==> src/rtl/route_demux_buf_if.sv <==
// Handshake bundle for route_demux_buf: flit input, route token,
// per-port flit output, counter clear/readback and busy status.
interface route_demux_buf_if #(
    parameter int DATA_W  = 9,
    parameter int NUM_OUT = 2,
    parameter int CNT_W   = 16
);
    localparam int SEL_W = $clog2(NUM_OUT);

    logic                     in_valid;
    logic                     in_ready;
    logic [DATA_W-1:0]        in_data;
    logic                     sel_valid;
    logic                     sel_ready;
    logic [SEL_W-1:0]         sel_data;
    logic [NUM_OUT-1:0]       out_valid;
    logic [NUM_OUT-1:0]       out_ready;
    logic [DATA_W-1:0]        out_data;
    logic                     cnt_clr;
    logic [NUM_OUT*CNT_W-1:0] pkt_count;
    logic                     busy;

    modport master (
        output in_valid, in_data, sel_ready, out_ready, cnt_clr,
        input  in_ready, sel_valid, sel_data, out_valid, out_data,
        input  pkt_count, busy
    );

    modport slave (
        input  in_valid, in_data, sel_ready, out_ready, cnt_clr,
        output in_ready, sel_valid, sel_data, out_valid, out_data,
        output pkt_count, busy
    );
endinterface

==> src/rtl/route_demux_buf.sv <==
// Buffered NoC tree-node router: FIFO-fed, emits a route token before
// each flit, steers it to one output port and keeps per-port counts.
module route_demux_buf #(
    parameter int                DATA_W    = 9,
    parameter int                ADDR_LSB  = 5,
    parameter int                ADDR_W    = 4,
    parameter int                NUM_OUT   = 2,
    parameter int                LEVEL     = 0,
    parameter int                LEAF      = 0,
    parameter logic [ADDR_W-1:0] NODE_ADDR = 4'b0100,
    parameter logic [ADDR_W-1:0] NODE_MASK = 4'b1100,
    parameter int                DEPTH     = 2,
    parameter int                CNT_W     = 16
) (
    input logic              clk,
    input logic              rst_n,
    route_demux_buf_if.slave bus
);
    localparam int SEL_W = $clog2(NUM_OUT);
    localparam int AW    = $clog2(DEPTH);
    localparam int PW    = AW + 1;

    typedef enum logic [1:0] {IDLE, SEL, DATA} state_t;

    state_t            state_q, state_d;
    logic [DATA_W-1:0] mem_q [DEPTH];
    logic [PW-1:0]     wr_ptr_q, rd_ptr_q;
    logic [DATA_W-1:0] flit_q;
    logic [SEL_W-1:0]  port_q;
    logic              rdy_q;
    logic              empty, full, push, pop, deliver;
    logic [DATA_W-1:0] head;
    logic [SEL_W-1:0]  head_port;

    // Extra pointer MSB separates full from empty when the indices match.
    assign empty = (wr_ptr_q == rd_ptr_q);
    assign full  = (wr_ptr_q[AW] != rd_ptr_q[AW]) &&
                   (wr_ptr_q[AW-1:0] == rd_ptr_q[AW-1:0]);
    assign push  = bus.in_valid & bus.in_ready;
    assign head  = mem_q[rd_ptr_q[AW-1:0]];

    generate
        if (LEAF != 0) begin : g_leaf
            logic [ADDR_W-1:0] addr;
            assign addr      = head[ADDR_LSB +: ADDR_W];
            assign head_port = ((addr & NODE_MASK) == NODE_ADDR) ?
                               '0 : SEL_W'(1);
        end else begin : g_tree
            assign head_port =
                head[ADDR_LSB+ADDR_W-1-LEVEL*SEL_W -: SEL_W];
        end
    endgenerate

    always_comb begin
        state_d = state_q;
        pop     = 1'b0;
        deliver = 1'b0;
        unique case (state_q)
            IDLE: begin
                if (!empty) begin
                    pop     = 1'b1;
                    state_d = SEL;
                end
            end
            SEL: begin
                if (bus.sel_ready) state_d = DATA;
            end
            DATA: begin
                if (bus.out_ready[port_q]) begin
                    deliver = 1'b1;
                    if (!empty) begin
                        pop     = 1'b1;
                        state_d = SEL;
                    end else begin
                        state_d = IDLE;
                    end
                end
            end
            default: state_d = IDLE;
        endcase
    end

    always_ff @(posedge clk or negedge rst_n) begin
        if (!rst_n) begin
            state_q  <= IDLE;
            wr_ptr_q <= '0;
            rd_ptr_q <= '0;
            flit_q   <= '0;
            port_q   <= '0;
            rdy_q    <= 1'b0;
        end else begin
            state_q <= state_d;
            rdy_q   <= 1'b1;
            if (push) wr_ptr_q <= wr_ptr_q + PW'(1);
            if (pop) begin
                rd_ptr_q <= rd_ptr_q + PW'(1);
                flit_q   <= head;
                port_q   <= head_port;
            end
        end
    end

    always_ff @(posedge clk) begin
        if (push) mem_q[wr_ptr_q[AW-1:0]] <= bus.in_data;
    end

    // Clear beats a same-cycle increment; counts stick at all-ones.
    for (genvar p = 0; p < NUM_OUT; p++) begin : g_cnt
        logic [CNT_W-1:0] cnt_q;
        always_ff @(posedge clk or negedge rst_n) begin
            if (!rst_n) begin
                cnt_q <= '0;
            end else if (bus.cnt_clr) begin
                cnt_q <= '0;
            end else if (deliver && port_q == SEL_W'(p) && cnt_q != '1) begin
                cnt_q <= cnt_q + CNT_W'(1);
            end
        end
        assign bus.pkt_count[p*CNT_W +: CNT_W] = cnt_q;
    end

    assign bus.in_ready  = rdy_q & ~full;
    assign bus.sel_valid = (state_q == SEL);
    assign bus.sel_data  = (state_q == SEL) ? port_q : '0;
    assign bus.out_valid = (state_q == DATA) ? (NUM_OUT'(1) << port_q) : '0;
    assign bus.out_data  = (state_q == DATA) ? flit_q : '0;
    assign bus.busy      = (state_q != IDLE) | ~empty;
endmodule

==> src/flat_wrapper.sv <==
// flat-port wrapper written by rule: the top's interface ports become plain ports
module route_demux_buf_flat 
#(
    parameter int                DATA_W    = 9,
    parameter int                ADDR_LSB  = 5,
    parameter int                ADDR_W    = 4,
    parameter int                NUM_OUT   = 2,
    parameter int                LEVEL     = 0,
    parameter int                LEAF      = 0,
    parameter logic [ADDR_W-1:0] NODE_ADDR = 4'b0100,
    parameter logic [ADDR_W-1:0] NODE_MASK = 4'b1100,
    parameter int                DEPTH     = 2,
    parameter int                CNT_W     = 16
)
  (clk, rst_n, bus_in_valid, bus_in_data, bus_sel_ready, bus_out_ready, bus_cnt_clr, bus_in_ready, bus_sel_valid, bus_sel_data, bus_out_valid, bus_out_data, bus_pkt_count, bus_busy);
  route_demux_buf_if #(.DATA_W(DATA_W), .NUM_OUT(NUM_OUT), .CNT_W(CNT_W)) bus_i ();
  input logic clk;
  input logic rst_n;
  input wire logic [$bits(bus_i.in_valid)-1:0] bus_in_valid;
  input wire logic [$bits(bus_i.in_data)-1:0] bus_in_data;
  input wire logic [$bits(bus_i.sel_ready)-1:0] bus_sel_ready;
  input wire logic [$bits(bus_i.out_ready)-1:0] bus_out_ready;
  input wire logic [$bits(bus_i.cnt_clr)-1:0] bus_cnt_clr;
  output wire logic [$bits(bus_i.in_ready)-1:0] bus_in_ready;
  output wire logic [$bits(bus_i.sel_valid)-1:0] bus_sel_valid;
  output wire logic [$bits(bus_i.sel_data)-1:0] bus_sel_data;
  output wire logic [$bits(bus_i.out_valid)-1:0] bus_out_valid;
  output wire logic [$bits(bus_i.out_data)-1:0] bus_out_data;
  output wire logic [$bits(bus_i.pkt_count)-1:0] bus_pkt_count;
  output wire logic [$bits(bus_i.busy)-1:0] bus_busy;
  assign bus_i.in_valid = bus_in_valid;
  assign bus_i.in_data = bus_in_data;
  assign bus_i.sel_ready = bus_sel_ready;
  assign bus_i.out_ready = bus_out_ready;
  assign bus_i.cnt_clr = bus_cnt_clr;
  assign bus_in_ready = bus_i.in_ready;
  assign bus_sel_valid = bus_i.sel_valid;
  assign bus_sel_data = bus_i.sel_data;
  assign bus_out_valid = bus_i.out_valid;
  assign bus_out_data = bus_i.out_data;
  assign bus_pkt_count = bus_i.pkt_count;
  assign bus_busy = bus_i.busy;
  route_demux_buf #(.DATA_W(DATA_W), .ADDR_LSB(ADDR_LSB), .ADDR_W(ADDR_W), .NUM_OUT(NUM_OUT), .LEVEL(LEVEL), .LEAF(LEAF), .NODE_ADDR(NODE_ADDR), .NODE_MASK(NODE_MASK), .DEPTH(DEPTH), .CNT_W(CNT_W)) u_core (.clk(clk), .rst_n(rst_n), .bus(bus_i));
endmodule
==> config.mk <==
export PLATFORM = sky130hd
export DESIGN_NAME = route_demux_buf_flat
export DESIGN_NICKNAME = d
export VERILOG_FILES = /design/src/rtl/route_demux_buf_if.sv /design/src/rtl/route_demux_buf.sv /design/src/flat_wrapper.sv
export SDC_FILE = /design/constraint.sdc
export NUM_CORES = 1
export LEC_CHECK = 0
export ABC_AREA = 1
export CAP_MARGIN = 20
export CELL_PAD_IN_SITES_DETAIL_PLACEMENT = 1
export CELL_PAD_IN_SITES_GLOBAL_PLACEMENT = 2
export CORE_MARGIN = 1.5
export CORE_UTILIZATION = 31
export DETAILED_ROUTE_END_ITERATION = 10
export PLACE_DENSITY = 0.78
export SETUP_SLACK_MARGIN = 0.02
export SLEW_MARGIN = 20
export SYNTH_ARGS = -nofsm -noshare
export SYNTH_HDL_FRONTEND = slang
export SYNTH_SLANG_ARGS = --single-unit
export TNS_END_PERCENT = 100
==> constraint.sdc <==
create_clock -name clk -period 2.4 [get_ports clk]
set_input_delay 0.48 -clock clk [delete_from_list [all_inputs] [get_ports clk]]
set_output_delay 0.48 -clock clk [all_outputs]
set_load 0.005 [all_outputs]
## Word level (Yosys, flattened, before mapping)

Memory sizes are Yosys's and may differ from the RTL's.
Index checks and enable logic that the tools add are counted.

| word-level totals | value |
|---|---|
| register bits after elaboration | 49 |
| memory bits (writable) | 18 |
| input bits | 16 |
| memories kept | 1 |

| operators by class | value |
|---|---|
| add/sub/neg operators | 4 |
| magnitude comparators | 1 |
| equal/unequal tests | 10 |
| shifts and indexed selects | 1 |
| mux-type cells | 21 |
| bitwise gates (word level) | 6 |
| reductions and logical operators | 10 |

Memories:

| name | words | width | read ports | clocked after memory_dff | wr ports | RTL line | RTL |
|---|---|---|---|---|---|---|---|
| u_core.mem_q | 2 | 9 | 1 | 0 | 1 | route_demux_buf.sv:26 | `logic [DATA_W-1:0] mem_q [DEPTH];` |

Operator list:

| operator | number |
|---|---|
| 16-bit two-way mux | 4 |
| 16-bit by 1-bit adder with 16-bit output (second input constant) | 2 |
| 16-bit != test (second input constant) | 2 |
| 1-bit two-way mux | 10 |
| 9-bit two-way mux | 1 |
| 2-bit two-way mux | 4 |
| 2-bit case mux with 3 select lines | 1 |
| 2-bit nonzero test | 3 |
| 1-bit logical AND | 5 |
| 2-bit by 1-bit adder with 2-bit output (second input constant) | 2 |
| 2-bit != test (second input constant) | 2 |
| 1-bit NOT | 3 |
| 3-bit AND reduction | 1 |
| 1-bit bitwise AND | 2 |
| 2-bit by 1-bit == test with 1-bit output (second input constant) | 1 |
| 2-bit == test | 1 |
| 2-bit == test (second input constant) | 1 |
| 2-bit zero test | 1 |
| 1-bit by 2-bit less-than comparator with 1-bit output (second input constant) | 1 |
| 2-bit by 1-bit != test with 1-bit output (second input constant) | 1 |
| 1-bit case mux with 2 select lines | 1 |
| 1-bit by 1-bit << shifter with 2-bit output (first input constant) | 1 |
| 1-bit == test | 1 |
| 1-bit != test | 1 |
| 1-bit bitwise OR | 1 |

## Longest topological paths before layout

Gate-level depths: netlist (run 1).

| depth | value |
|---|---|
| depth in word-level cells | 8 |
| gate-level depth with buffers | 10 |
| mapped depth without buffers | 9 |

## Worst setup path after synthesis (run 1)

No wires, ideal clock.

| path | value |
|---|---|
| kind | register to register |
| start point | register u_core.rd_ptr_q[1] |
| end point | memory u_core.mem_q[1][0] (enable) |
| setup time | 376 ps |
| arrival | 1303 ps |
| setup slack | 721 ps |
| cell stages (with the launch flop) | 6 |
| path buffers | 0 |
| path through | dfrtp_1 -> xnor2_1 -> inv_1 -> nand2_1 -> nand3_1 -> nor2_1 |

| on the way | value |
|---|---|
| word-level cells in the longest chain between the ends | 7 |

Ends and longest elaborated chain:

| what | RTL line | RTL |
|---|---|---|
| start: declaration | route_demux_buf.sv:27 | `logic [PW-1:0] wr_ptr_q, rd_ptr_q;` |
| start signal: assignment | route_demux_buf.sv:96 | `rd_ptr_q <= rd_ptr_q + PW'(1);` |
| 1-bit != test | route_demux_buf.sv:37 | `assign full = (wr_ptr_q[AW] != rd_ptr_q[AW]) &&` |
| 1-bit logical AND | route_demux_buf.sv:37 |  |
| 1-bit NOT | route_demux_buf.sv:122 | `assign bus.in_ready = rdy_q & ~full;` |
| 1-bit bitwise AND | route_demux_buf.sv:122 |  |
| 1-bit bitwise AND | route_demux_buf.sv:39 | `assign push = bus.in_valid & bus.in_ready;` |
| 1-bit two-way mux | route_demux_buf.sv:104 | `if (push) mem_q[wr_ptr_q[AW-1:0]] <= bus.in_data;` |
| 1-bit two-way mux (not written as such) | route_demux_buf.sv:104 |  |
| end: declaration | route_demux_buf.sv:26 |  |

Every way passes these cells.

## Worst setup path after layout (run 1)

| path | value |
|---|---|
| start point | register u_core.state_q[0] |
| end point | output bus_out_data[3] |

| on the way | value |
|---|---|
| word-level cells in the longest chain between the ends | 2 |

Ends and longest elaborated chain:

| what | RTL line | RTL |
|---|---|---|
| start: declaration | route_demux_buf.sv:25 | `state_t state_q, state_d;` |
| start signal: assignment | route_demux_buf.sv:92 | `state_q <= state_d;` |
| 2-bit == test | route_demux_buf.sv:126 | `assign bus.out_data = (state_q == DATA) ? flit_q : '0;` |
| 9-bit two-way mux | route_demux_buf.sv:126 |  |
| end: declaration | flat_wrapper.sv:28 | `output wire logic [$bits(bus_i.out_data)-1:0] bus_out_data;` |

Every way passes these cells.

==> results of run 1 <==
-- flip-flops by register name, summed over array words and instances, names as in the netlist --
signal,count
u_core.rd_ptr_q,2
u_core.g_cnt.cnt_q,32
u_core.wr_ptr_q,2
u_core.state_q,2
u_core.mem_q,18
u_core.rdy_q,1
u_core.flit_q,9
-- placed cells by master, fill, tap and decap left out, types with 2 or more instances in the layout --
master / instances
a21oi_1: 3
buf_4: 6
bufinv_16: 2
clkbuf_8: 10
clkdlybuf4s50_1: 61
dfrtp_1: 48
edfxtp_1: 18
ha_1: 2
inv_1: 40
inv_2: 2
inv_6: 3
mux2i_1: 9
nand2_1: 112
nand2_2: 5
nand3_1: 46
nand3b_1: 2
nand4_1: 18
nor2_1: 39
nor2_2: 4
nor2_4: 4
o21ai_0: 22
o21bai_1: 4
xnor2_1: 3
xor2_1: 11
-- final cells by class --
type,instances,area [sq um]
fillers,1286,6390
flip-flops and latches,66,1740
inverters,43,164
clock buffers,10,138
clock inverters,6,95.1
repair buffers,69,681
well taps,140,175
multi-input cells,293,1510
-- repair_timing --
item                                   CTS  global route
endpoints found under the hold margin    0             0
hold buffers                             0             0
setup endpoints to repair                6             2
gates cloned                             0             0
resized for setup                        1             2
-- power groups by stage --
| stage | sequential [mW] | clock (mW) | combinational [mW] |
|---|---|---|---|
| after floorplan | 1.47 | 0 | 0.651 |
| after global placement | 1.49 | 0 | 0.997 |
| after detailed placement | 1.50 | 0 | 1.02 |
| after CTS | 1.48 | 1.14 | 1.03 |
| after global routing | 1.51 | 1.18 | 1.17 |
| final | 1.48 | 1.10 | 1.02 |
-- worst max-delay path: cells and delay by family (launching register included) --
kind | cells | cell delay [ps]
and+or+nand+nor | 2 | 410
buffers and inverters | 2 | 650
DFF | 1 | 390
-- metrics by stage --
step / hold slack [ps] / instance area, sq um
4_1_cts: 142 / 4490
2_1_floorplan: 184 / 3480
6_report: 140 / 4500
5_1_grt: 165 / 4500
3_5_place_dp: 476 / 4260
3_3_place_gp: 467 / 4260
-- path summary, 6_finish.rpt --
path	start	slack, ps	to
max reg2reg	u_core.g_cnt[0].cnt_q[0]	460	u_core.g_cnt[0].cnt_q[9]
max in group asynchronous	rst_n	1700	u_core.g_cnt[1].cnt_q[4]
min reg2reg	u_core.flit_q[4]	490	u_core.flit_q[4]
max	u_core.state_q[0]	150	bus_out_data[3]
min	rst_n	140	u_core.flit_q[6]
min in group clk	u_core.flit_q[4]	490	u_core.flit_q[4]
-- routing by layer --
metal,vias up,GRT usage (%),share of wire (%)
met5,-,0,0
met1,1465,22.7,48
met3,6,4.18,3.2
met4,0,3.67,0.82
li1,1481,-,-
met2,50,28.2,48
-- cells by family after synthesis --
kind of cell / after synthesis / synth area share [%]
other cells: 1 / 0.108
mux: 9 / 2.59
compound gates: 34 / 5.79
buf+inv: 55 / 6.91
flops: 66 / 50.1
fa+ha+maj: 2 / 0.720
simple gates: 232 / 30.0
xor+xnor: 15 / 3.78
==> flow_metrics.env, run 1 <==
export IMPL_required_ps=1920
export IMPL_grt_pass1_wl_mm=15.5
export IMPL_status="completed"
export IMPL_synth_flop_cell="dfrtp_1"
export IMPL_cts_tree="yes"
export IMPL_synth_common_cells="nand2_1 (113), dfrtp_1 (48), nand3_1 (46)"
export IMPL_htree_levels=3
export IMPL_rows=38
export IMPL_endpoint_kind="output port"
export IMPL_finalMaxSlewViolations=0
export IMPL_area_growth_pct=29.5
export IMPL_design_portCount=63
export IMPL_dp_cells=611
export IMPL_yosysTopAreaCellShare_pct=34.5
export IMPL_viasPerCell=4.79
export IMPL_first_pass_iters=4
export IMPL_fin_cells=627
export IMPL_start_util_pct=31.9
export IMPL_crit_chain="inv_1 > nand2_2 > nor2_1 > clkdlybuf4s50_1"
export IMPL_crit_arrival_ps=1770
export IMPL_leakagePower_nw=1.94
export IMPL_finalPower_mw=3.60
export IMPL_antenna_found_initial=0
export IMPL_cts_buffers=9
export IMPL_seqPwrFrac_pct=41.1
export IMPL_postSynthAreaPerCell_sq_um=8.40
export IMPL_clockPowerShare_pct=30.6
export IMPL_grt_pass1_vias=3120
export IMPL_synth_most_common_cell="nand2_1"
export IMPL_port_buffers=62
export IMPL_synthTopCellsByArea="dfrtp_1 (35%), edfxtp_1 (16%), nand2_1 (12%), nand3_1 (6.6%), inv_1 (4.3%)"
export IMPL_fin_util_pct=41.3
export IMPL_p_switching_mw=1.19
export IMPL_drt_iter0_drc=126
export IMPL_cpMaxStageDelayCell="clkdlybuf4s50_1"
export IMPL_die_area_sq_um=11900
export IMPL_gp_congestion=0.782
export IMPL_die_h_microns=109
export IMPL_grt_max_degree=26
export IMPL_drive_gt1_share_pct=9.24
export IMPL_synth_distinct_cells=34
export IMPL_syn_area_sq_um=3480
export IMPL_drv_cap=0
export IMPL_synth_nets=432
export IMPL_fmax_ghz=0.444
export IMPL_switching_share_pct=33.1
export IMPL_fin_nets=500
export IMPL_path_class="register to output port"
export IMPL_via_count=3002
export IMPL_cpPeakStageDelay_ps=540
export IMPL_worstMarginPinSlew_ps=640
export IMPL_cts_path_max_buffers=2
export IMPL_clkTransAtPathRegs_ps=80
export IMPL_cts_setup_buffers=0
export IMPL_comb_power_share_pct=28.3
export IMPL_finalSetupTns_ps=0
export IMPL_gr_total_overflow=0
export IMPL_synth_seq_cells=66
export IMPL_clock_sinks=66
export IMPL_post_route_min_period_ps=2250
export IMPL_synth_area_leader_cell="dfrtp_1"
export IMPL_worstPathMaxFanout=12
export IMPL_r2r_cells=9
export IMPL_final_setup_worst_slack_ps=149
export IMPL_ys_seq_area_share_pct=50.1
export IMPL_dp_slack_ps=231
export IMPL_antenna_left=0
export IMPL_grt_usage_pct=17.1
export IMPL_period_share_pct=93.8
export IMPL_place_hpwl_mm=6.69
export IMPL_wl_per_cell_microns=14.7
export IMPL_synthCells=414
export IMPL_ir_drop_uv=544
export IMPL_hold_viol=0
export IMPL_start_kind="register"
export IMPL_diodes=0
export IMPL_slew_headroom_pct=57.2
export IMPL_ys_warn_count=0
export IMPL_clk_latency_ps=340
export IMPL_power_density_nw_per_um2=801
export IMPL_skew_ps=13.2
export IMPL_wl_mm=9.22
export IMPL_core_area_sq_um=10900
export IMPL_setup_viol=0
export IMPL_synthArstFlopShare_pct=72.7
export IMPL_rsz0062_at_grt="true"
export IMPL_clockRootBuffer="clkbuf_8"
export IMPL_synth_edf_count=18
export IMPL_internal_power_mw=2.41
export IMPL_hold_path_class="input pin to asynchronous set/reset pin"
export IMPL_drc=0
export IMPL_die_w_microns=109
No activity file was read; power rests on OpenSTA's default activity.
==> run 2, diff against run 1 <==
--- a/config.mk
+++ b/config.mk
@@ -5,12 +5,11 @@
 export SDC_FILE = /design/constraint.sdc
 export NUM_CORES = 1
 export LEC_CHECK = 0
-export ABC_AREA = 1
 export CAP_MARGIN = 20
 export CELL_PAD_IN_SITES_DETAIL_PLACEMENT = 1
 export CELL_PAD_IN_SITES_GLOBAL_PLACEMENT = 2
 export CORE_MARGIN = 1.5
-export CORE_UTILIZATION = 31
+export CORE_UTILIZATION = 33
 export DETAILED_ROUTE_END_ITERATION = 10
 export PLACE_DENSITY = 0.78
 export SETUP_SLACK_MARGIN = 0.02
==> run 2 against run 1 <==
Maximum frequency is 1.6% lower. Wire length is 14% lower. Critical path type unchanged. Largest cell class unchanged. Highest routed layer unchanged. Utilization is 4.9 points higher. Design area is 4.6% lower. Critical endpoint is now bus_in_ready. Synthesized cell count is 29% lower. Clock power is 13% lower. Cell count is 18% lower. Die area is 14% lower. Global-route usage is 0.37 points lower.
==> flow_metrics.env, run 2 <==
export IMPL_area_growth_pct=34.9
export IMPL_ys_seq_area_share_pct=54.7
export IMPL_worstMarginPinSlew_ps=700
export IMPL_grt_max_degree=49
export IMPL_hold_path_class="input pin to asynchronous set/reset pin"
export IMPL_cpMaxStageDelayCell="clkdlybuf4s50_1"
export IMPL_antenna_found_initial=0
export IMPL_port_buffers=62
export IMPL_internal_power_mw=2.42
export IMPL_die_area_sq_um=10200
export IMPL_rows=35
export IMPL_synth_distinct_cells=46
export IMPL_yosysTopAreaCellShare_pct=37.7
export IMPL_skew_ps=11.5
export IMPL_syn_area_sq_um=3180
export IMPL_setup_viol=0
export IMPL_core_area_sq_um=9280
export IMPL_path_class="register to output port"
export IMPL_design_portCount=63
export IMPL_clk_latency_ps=340
export IMPL_synth_nets=314
export IMPL_crit_chain="xnor2_1 > a21boi_1 > clkdlybuf4s50_1"
export IMPL_fmax_ghz=0.437
export IMPL_gr_total_overflow=0
export IMPL_fin_util_pct=46.3
export IMPL_clock_sinks=66
export IMPL_endpoint_kind="output port"
export IMPL_status="completed"
export IMPL_wl_per_cell_microns=15.5
export IMPL_fillCellCount=1054
export IMPL_postSynthAreaPerCell_sq_um=10.8
export IMPL_crit_arrival_ps=1810
export IMPL_worstPathMaxFanout=4
export IMPL_gp_congestion=0.746
export IMPL_start_kind="register"
export IMPL_r2r_cells=4
export IMPL_period_share_pct=95.3
export IMPL_drc=0
export IMPL_cts_tree="yes"
export IMPL_slew_headroom_pct=53.0
export IMPL_worstSetupStartpoint="u_core.wr_ptr_q[0]"
export IMPL_synthTopCellsByArea="dfrtp_1 (38%), edfxtp_1 (17%), a21oi_1 (4.6%), mux2i_1 (3.8%), nor2_1 (2.7%)"
export IMPL_cts_path_max_buffers=2
export IMPL_cts_buffers=9
export IMPL_synthCells=296
export IMPL_finalSetupTns_ps=0
export IMPL_reg2reg_setup_slack_ps=300
export IMPL_leakagePower_nw=1.60
export IMPL_switching_share_pct=31.4
export IMPL_grt_pass1_wl_mm=13.3
export IMPL_wl_mm=7.96
export IMPL_finalMaxSlewViolations=0
export IMPL_p_switching_mw=1.11
export IMPL_die_h_microns=101
export IMPL_clockPowerShare_pct=27.2
export IMPL_drv_cap=0
export IMPL_htree_levels=3
export IMPL_start_util_pct=34.3
export IMPL_timing_rr_start="u_core.state_q[0]"
export IMPL_clockRootBuffer="clkbuf_8"
export IMPL_cpPeakStageDelay_ps=550
export IMPL_synth_edf_count=18
export IMPL_mostFrequentLayoutCell="clkdlybuf4s50_1"
export IMPL_post_route_min_period_ps=2290
export IMPL_drt_iter0_drc=101
export IMPL_top_register="u_core.g_cnt.cnt_q"
export IMPL_synth_flop_cell="dfrtp_1"
export IMPL_fin_nets=396
export IMPL_comb_power_share_pct=30.1
export IMPL_power_density_nw_per_um2=821
export IMPL_synth_area_leader_cell="dfrtp_1"
export IMPL_synthArstFlopShare_pct=72.7
export IMPL_synth_common_cells="dfrtp_1 (48), a21oi_1 (29), nor2_1 (23)"
export IMPL_seqPwrFrac_pct=42.7
export IMPL_place_hpwl_mm=5.58
export IMPL_first_pass_iters=4
export IMPL_mostFrequentLayoutCells="clkdlybuf4s50_1 (61), dfrtp_1 (46), a21oi_1 (29)"
export IMPL_largest_reg_flops=32
export IMPL_via_count=2624
export IMPL_grt_usage_pct=16.7
export IMPL_diodes=0
export IMPL_hold_viol=0
export IMPL_drive_gt1_share_pct=13.1
export IMPL_ir_drop_uv=613
export IMPL_clkTransAtPathRegs_ps=80
export IMPL_synth_most_common_cell="dfrtp_1"
export IMPL_antenna_left=0
export IMPL_viasPerCell=5.13
export IMPL_die_w_microns=101
export IMPL_ys_warn_count=0
export IMPL_grt_pass1_vias=2712
export IMPL_rsz0062_at_grt="true"
export IMPL_synth_seq_cells=66
export IMPL_required_ps=1920
-- run 2: cell types whose count changed in the layout (fill, tap and decap cells not counted), sizes merged, moves of 11 or more --
cell / before / now
and2: 0 / 11
buf: 8 / 22
a21oi: 3 / 29
nand3: 46 / 10
nor2: 47 / 23
inv: 46 / 5
o21ai: 24 / 9
nand2: 117 / 15
-- run 2: area by class of cell --
| type | instances | area (sq um) | share of cell area, % |
|---|---|---|---|
| clock buffers | 10 | 138 | 3.21 |
| multi-input cells | 213 | 1380 | 32.1 |
| inverters | 5 | 18.8 | 0.437 |
| flip-flops and latches | 66 | 1740 | 40.6 |
| repair buffers | 83 | 786 | 18.3 |
| clock inverters | 6 | 66.3 | 1.54 |
| well taps | 129 | 161 | 3.76 |
-- run 2: worst paths after layout --
path | endpoint
max in group asynchronous | u_core.state_q[0]
min in group clk | u_core.flit_q[2]
min | u_core.g_cnt[0].cnt_q[0]
max reg2reg | u_core.g_cnt[1].cnt_q[15]
max | bus_in_ready
min reg2reg | u_core.flit_q[2]
-- run 2: what timing repair did --
| action | CTS | global route |
|---|---|---|
| buffers inserted | 0 | 1 |
| hold buffers | 0 | 0 |
| resized for setup | 2 | 1 |
| setup endpoints to repair | 7 | 7 |
-- run 2: cells by family (layout without fill, tap and decap cells) --
family | Yosys count | after routing | synth area share, %
AO/OA/AOI/OAI | 60 | 60 | 11.6
buffers and inverters | 17 | 104 | 2.16
flip-flops | 66 | 66 | 54.7
adder cells (fa/ha/maj) | 2 | 2 | 0.786
AND/OR/NAND/NOR | 123 | 123 | 22.2
XOR/XNOR | 8 | 8 | 2.20
other | 1 | 1 | 0.118
multiplexers | 19 | 19 | 6.25
-- run 2: power by group through the flow --
stage / logic [mW] / registers [mW] / clock network (mW)
2_1_floorplan: 0.626 / 1.47 / 0
3_3_place_gp: 1.03 / 1.52 / 0
3_5_place_dp: 1.06 / 1.53 / 0
4_1_cts: 1.07 / 1.51 / 0.997
5_1_grt: 1.18 / 1.53 / 1.04
6_report: 1.06 / 1.51 / 0.960
-- run 2: critical path, delay by kind of cell, from the launching register on --
family                 cells  cell delay (ps)
buffers and inverters      1              550
flip-flops                 1              440
AO/OA/AOI/OAI              1              280
XOR/XNOR                   1              200
-- run 2: routing by layer --
metal / global-route usage [%] / routed length (microns) / part of all wire, % / up-vias
li1: - / - / - / 1268
met1: 21.8 / 3740 / 47 / 1306
met2: 27.5 / 3890 / 49 / 45
met3: 4.42 / 276 / 3.5 / 5
met4: 4.81 / 58 / 0.73 / 0
met5: 0 / 0 / 0 / -
-- run 2: stage by stage --
step	worst slack, ps	area [sq um]	hold slack, ps	total power, mW	instances
floorplan	368	3180	184	2.10	296
global placement	-116	4080	504	2.55	495
detailed placement	-162	4080	517	2.59	495
CTS	50.5	4290	274	3.58	511
global route	19.4	4290	295	3.75	512
finish	112	4290	254	3.53	512
==> run 3, diff against run 2 <==
--- a/config.mk
+++ b/config.mk
@@ -5,7 +5,7 @@
 export SDC_FILE = /design/constraint.sdc
 export NUM_CORES = 1
 export LEC_CHECK = 0
-export CAP_MARGIN = 20
+export CAP_MARGIN = 5
 export CELL_PAD_IN_SITES_DETAIL_PLACEMENT = 1
 export CELL_PAD_IN_SITES_GLOBAL_PLACEMENT = 2
 export CORE_MARGIN = 1.5
==> constraint.sdc (replaced) <==
create_clock -name clk -period 2.6 [get_ports clk]
set_input_delay 0.52 -clock clk [delete_from_list [all_inputs] [get_ports clk]]
set_output_delay 0.52 -clock clk [all_outputs]
set_load 0.005 [all_outputs]
==> run 3 against run 2 <==
First-iteration DRC count up 23%. Combinational power fell by 10%. Global-route usage up 0.65 points. Cell count decreased by 1.2%. Register-to-register slack improved by 200 ps. Critical endpoint is now bus_out_data[2]. Critical path type unchanged. Highest routed layer unchanged. Setup slack improved by 53 ps. Non-clock buffer count is 6 lower. Die area unchanged. Clock-buffer cell count fell by 1. Wire length up 3.6%. Clock power fell by 17%. Via count increased by 0.88%.
==> flow_metrics.env, run 3 (synthesis gave the netlist of run 2 again) <==
export IMPL_largest_reg_flops=32
export IMPL_switching_share_pct=33.6
export IMPL_clkTransAtPathRegs_ps=80
export IMPL_leakagePower_nw=1.57
export IMPL_rsz0062_at_grt="false"
export IMPL_via_count=2647
export IMPL_ir_drop_uv=444
export IMPL_p_switching_mw=1.06
export IMPL_cts_tree="yes"
export IMPL_ctsHoldBuffers=0
export IMPL_skew_ps=9.67
export IMPL_place_hpwl_mm=5.66
export IMPL_wl_mm=8.25
export IMPL_die_w_microns=101
export IMPL_wl_met3_microns=380
export IMPL_gr_total_overflow=0
export IMPL_design_portCount=63
export IMPL_r2r_cells=4
export IMPL_internal_power_mw=2.09
export IMPL_wl_per_cell_microns=16.3
export IMPL_htree_levels=3
export IMPL_period_share_pct=93.7
export IMPL_drt_iter0_drc=124
export IMPL_crit_chain="nor2b_1 > buf_4 > and2_1 > clkdlybuf4s50_1"
export IMPL_wl_met2_mm=4.07
export IMPL_port_buffers=62
export IMPL_wirelength_met1_mm=3.71
export IMPL_area_growth_pct=32.9
export IMPL_reg2reg_setup_slack_ps=500
export IMPL_mostFrequentLayoutCell="clkdlybuf4s50_1"
export IMPL_grt_pass1_vias=2724
export IMPL_antenna_left=0
export IMPL_cts_path_max_buffers=2
export IMPL_post_route_min_period_ps=2430
export IMPL_clock_sinks=66
export IMPL_endpoint_kind="output port"
export IMPL_clockPowerShare_pct=25.4
export IMPL_diodes=0
export IMPL_path_class="register to output port"
export IMPL_die_h_microns=101
export IMPL_clk_latency_ps=350
export IMPL_drive_gt1_share_pct=11.4
export IMPL_seqPwrFrac_pct=44.4
export IMPL_finalSetupTns_ps=0
export IMPL_start_kind="register"
export IMPL_cpPeakStageDelay_ps=520
export IMPL_drv_cap=0
export IMPL_mostFrequentLayoutCells="clkdlybuf4s50_1 (61), dfrtp_1 (48), a21oi_1 (29)"
export IMPL_slew_headroom_pct=49.8
export IMPL_power_density_nw_per_um2=743
export IMPL_viasPerCell=5.23
export IMPL_start_util_pct=34.3
export IMPL_fin_nets=390
export IMPL_hold_viol=0
export IMPL_grt_pass1_wl_mm=13.7
export IMPL_clockRootBuffer="clkbuf_8"
export IMPL_grt_max_degree=49
export IMPL_cts_buffers=9
export IMPL_fmax_ghz=0.411
export IMPL_cts_setup_buffers=0
export IMPL_r2r_end="u_core.g_cnt[1].cnt_q[11]"
export IMPL_worstPathMaxFanout=11
export IMPL_cpMaxStageDelayCell="clkdlybuf4s50_1"
export IMPL_top_layer="met4"
export IMPL_crit_arrival_ps=1910
export IMPL_first_pass_iters=4
export IMPL_gp_congestion=0.725
export IMPL_hold_path_class="input pin to asynchronous set/reset pin"
export IMPL_top_register="u_core.g_cnt.cnt_q"
export IMPL_finalPower_mw=3.14
export IMPL_worstMarginPinSlew_ps=745
export IMPL_antenna_found_initial=0
export IMPL_comb_power_share_pct=30.2
export IMPL_setup_viol=0
export IMPL_drc=0
export IMPL_grt_usage_pct=17.4
export IMPL_die_area_sq_um=10200
export IMPL_rows=35
export IMPL_core_area_sq_um=9280
export IMPL_cts_resized=0
export IMPL_required_ps=2080
export IMPL_timing_rr_start="u_core.state_q[0]"
export IMPL_status="completed"
export IMPL_finalMaxSlewViolations=0
-- run 3: worst max-delay path: cells and delay by family (launching register included) --
| kind | cells | cell delay, ps |
|---|---|---|
| buffers and inverters | 2 | 710 |
| and+or+nand+nor | 2 | 360 |
| DFF | 1 | 490 |
-- run 3: cell type report --
cell class / instances / area [sq um]
multi-input cells: 213 / 1380
flip-flops and latches: 66 / 1740
clock buffers: 9 / 124
repair buffers: 77 / 753
fillers: 1031 / 5050
well taps: 129 / 161
clock inverters: 7 / 53.8
inverters: 5 / 18.8
-- run 3: how the worst max path moves through the flow --
stage | startpoint | endpoint | slack (ps) | depth (start not counted)
after floorplan | u_core.state_q[0] | u_core.g_cnt[1].cnt_q[15] | 570 | 5
after global placement | bus_out_ready[1] | u_core.g_cnt[1].cnt_q[15] | 40 | 5
after detailed placement | bus_out_ready[1] | u_core.g_cnt[1].cnt_q[11] | 20 | 5
after CTS | u_core.wr_ptr_q[0] | bus_in_ready | 120 | 3
after global routing | u_core.wr_ptr_q[0] | bus_in_ready | 30 | 3
final | u_core.state_q[1] | bus_out_data[2] | 170 | 4
-- run 3: power by group through the flow --
stage | Combinational [mW] | Sequential [mW] | Clock [mW]
3_3_place_gp | 0.928 | 1.41 | 0
4_1_cts | 0.979 | 1.40 | 0.834
3_5_place_dp | 0.972 | 1.42 | 0
5_1_grt | 1.06 | 1.42 | 0.872
6_report | 0.951 | 1.39 | 0.799
2_1_floorplan | 0.578 | 1.36 | 0
-- run 3: metrics by stage --
step	area, sq um	util [%]	hold WS (ps)	worst slack (ps)	cells
2_1_floorplan	3180	-	224	568	296
3_3_place_gp	4060	43.7	502	35.4	490
3_5_place_dp	4060	43.7	517	18.5	490
4_1_cts	4230	45.6	148	120	506
5_1_grt	4230	45.6	155	25.2	506
6_report	4230	45.6	142	165	506
-- run 3: metal layers --
layer	vias to the layer above	global-route usage, %
li1	1261	-
met1	1328	21.9
met2	48	29.1
met3	10	4.97
met4	0	4.91
met5	-	0
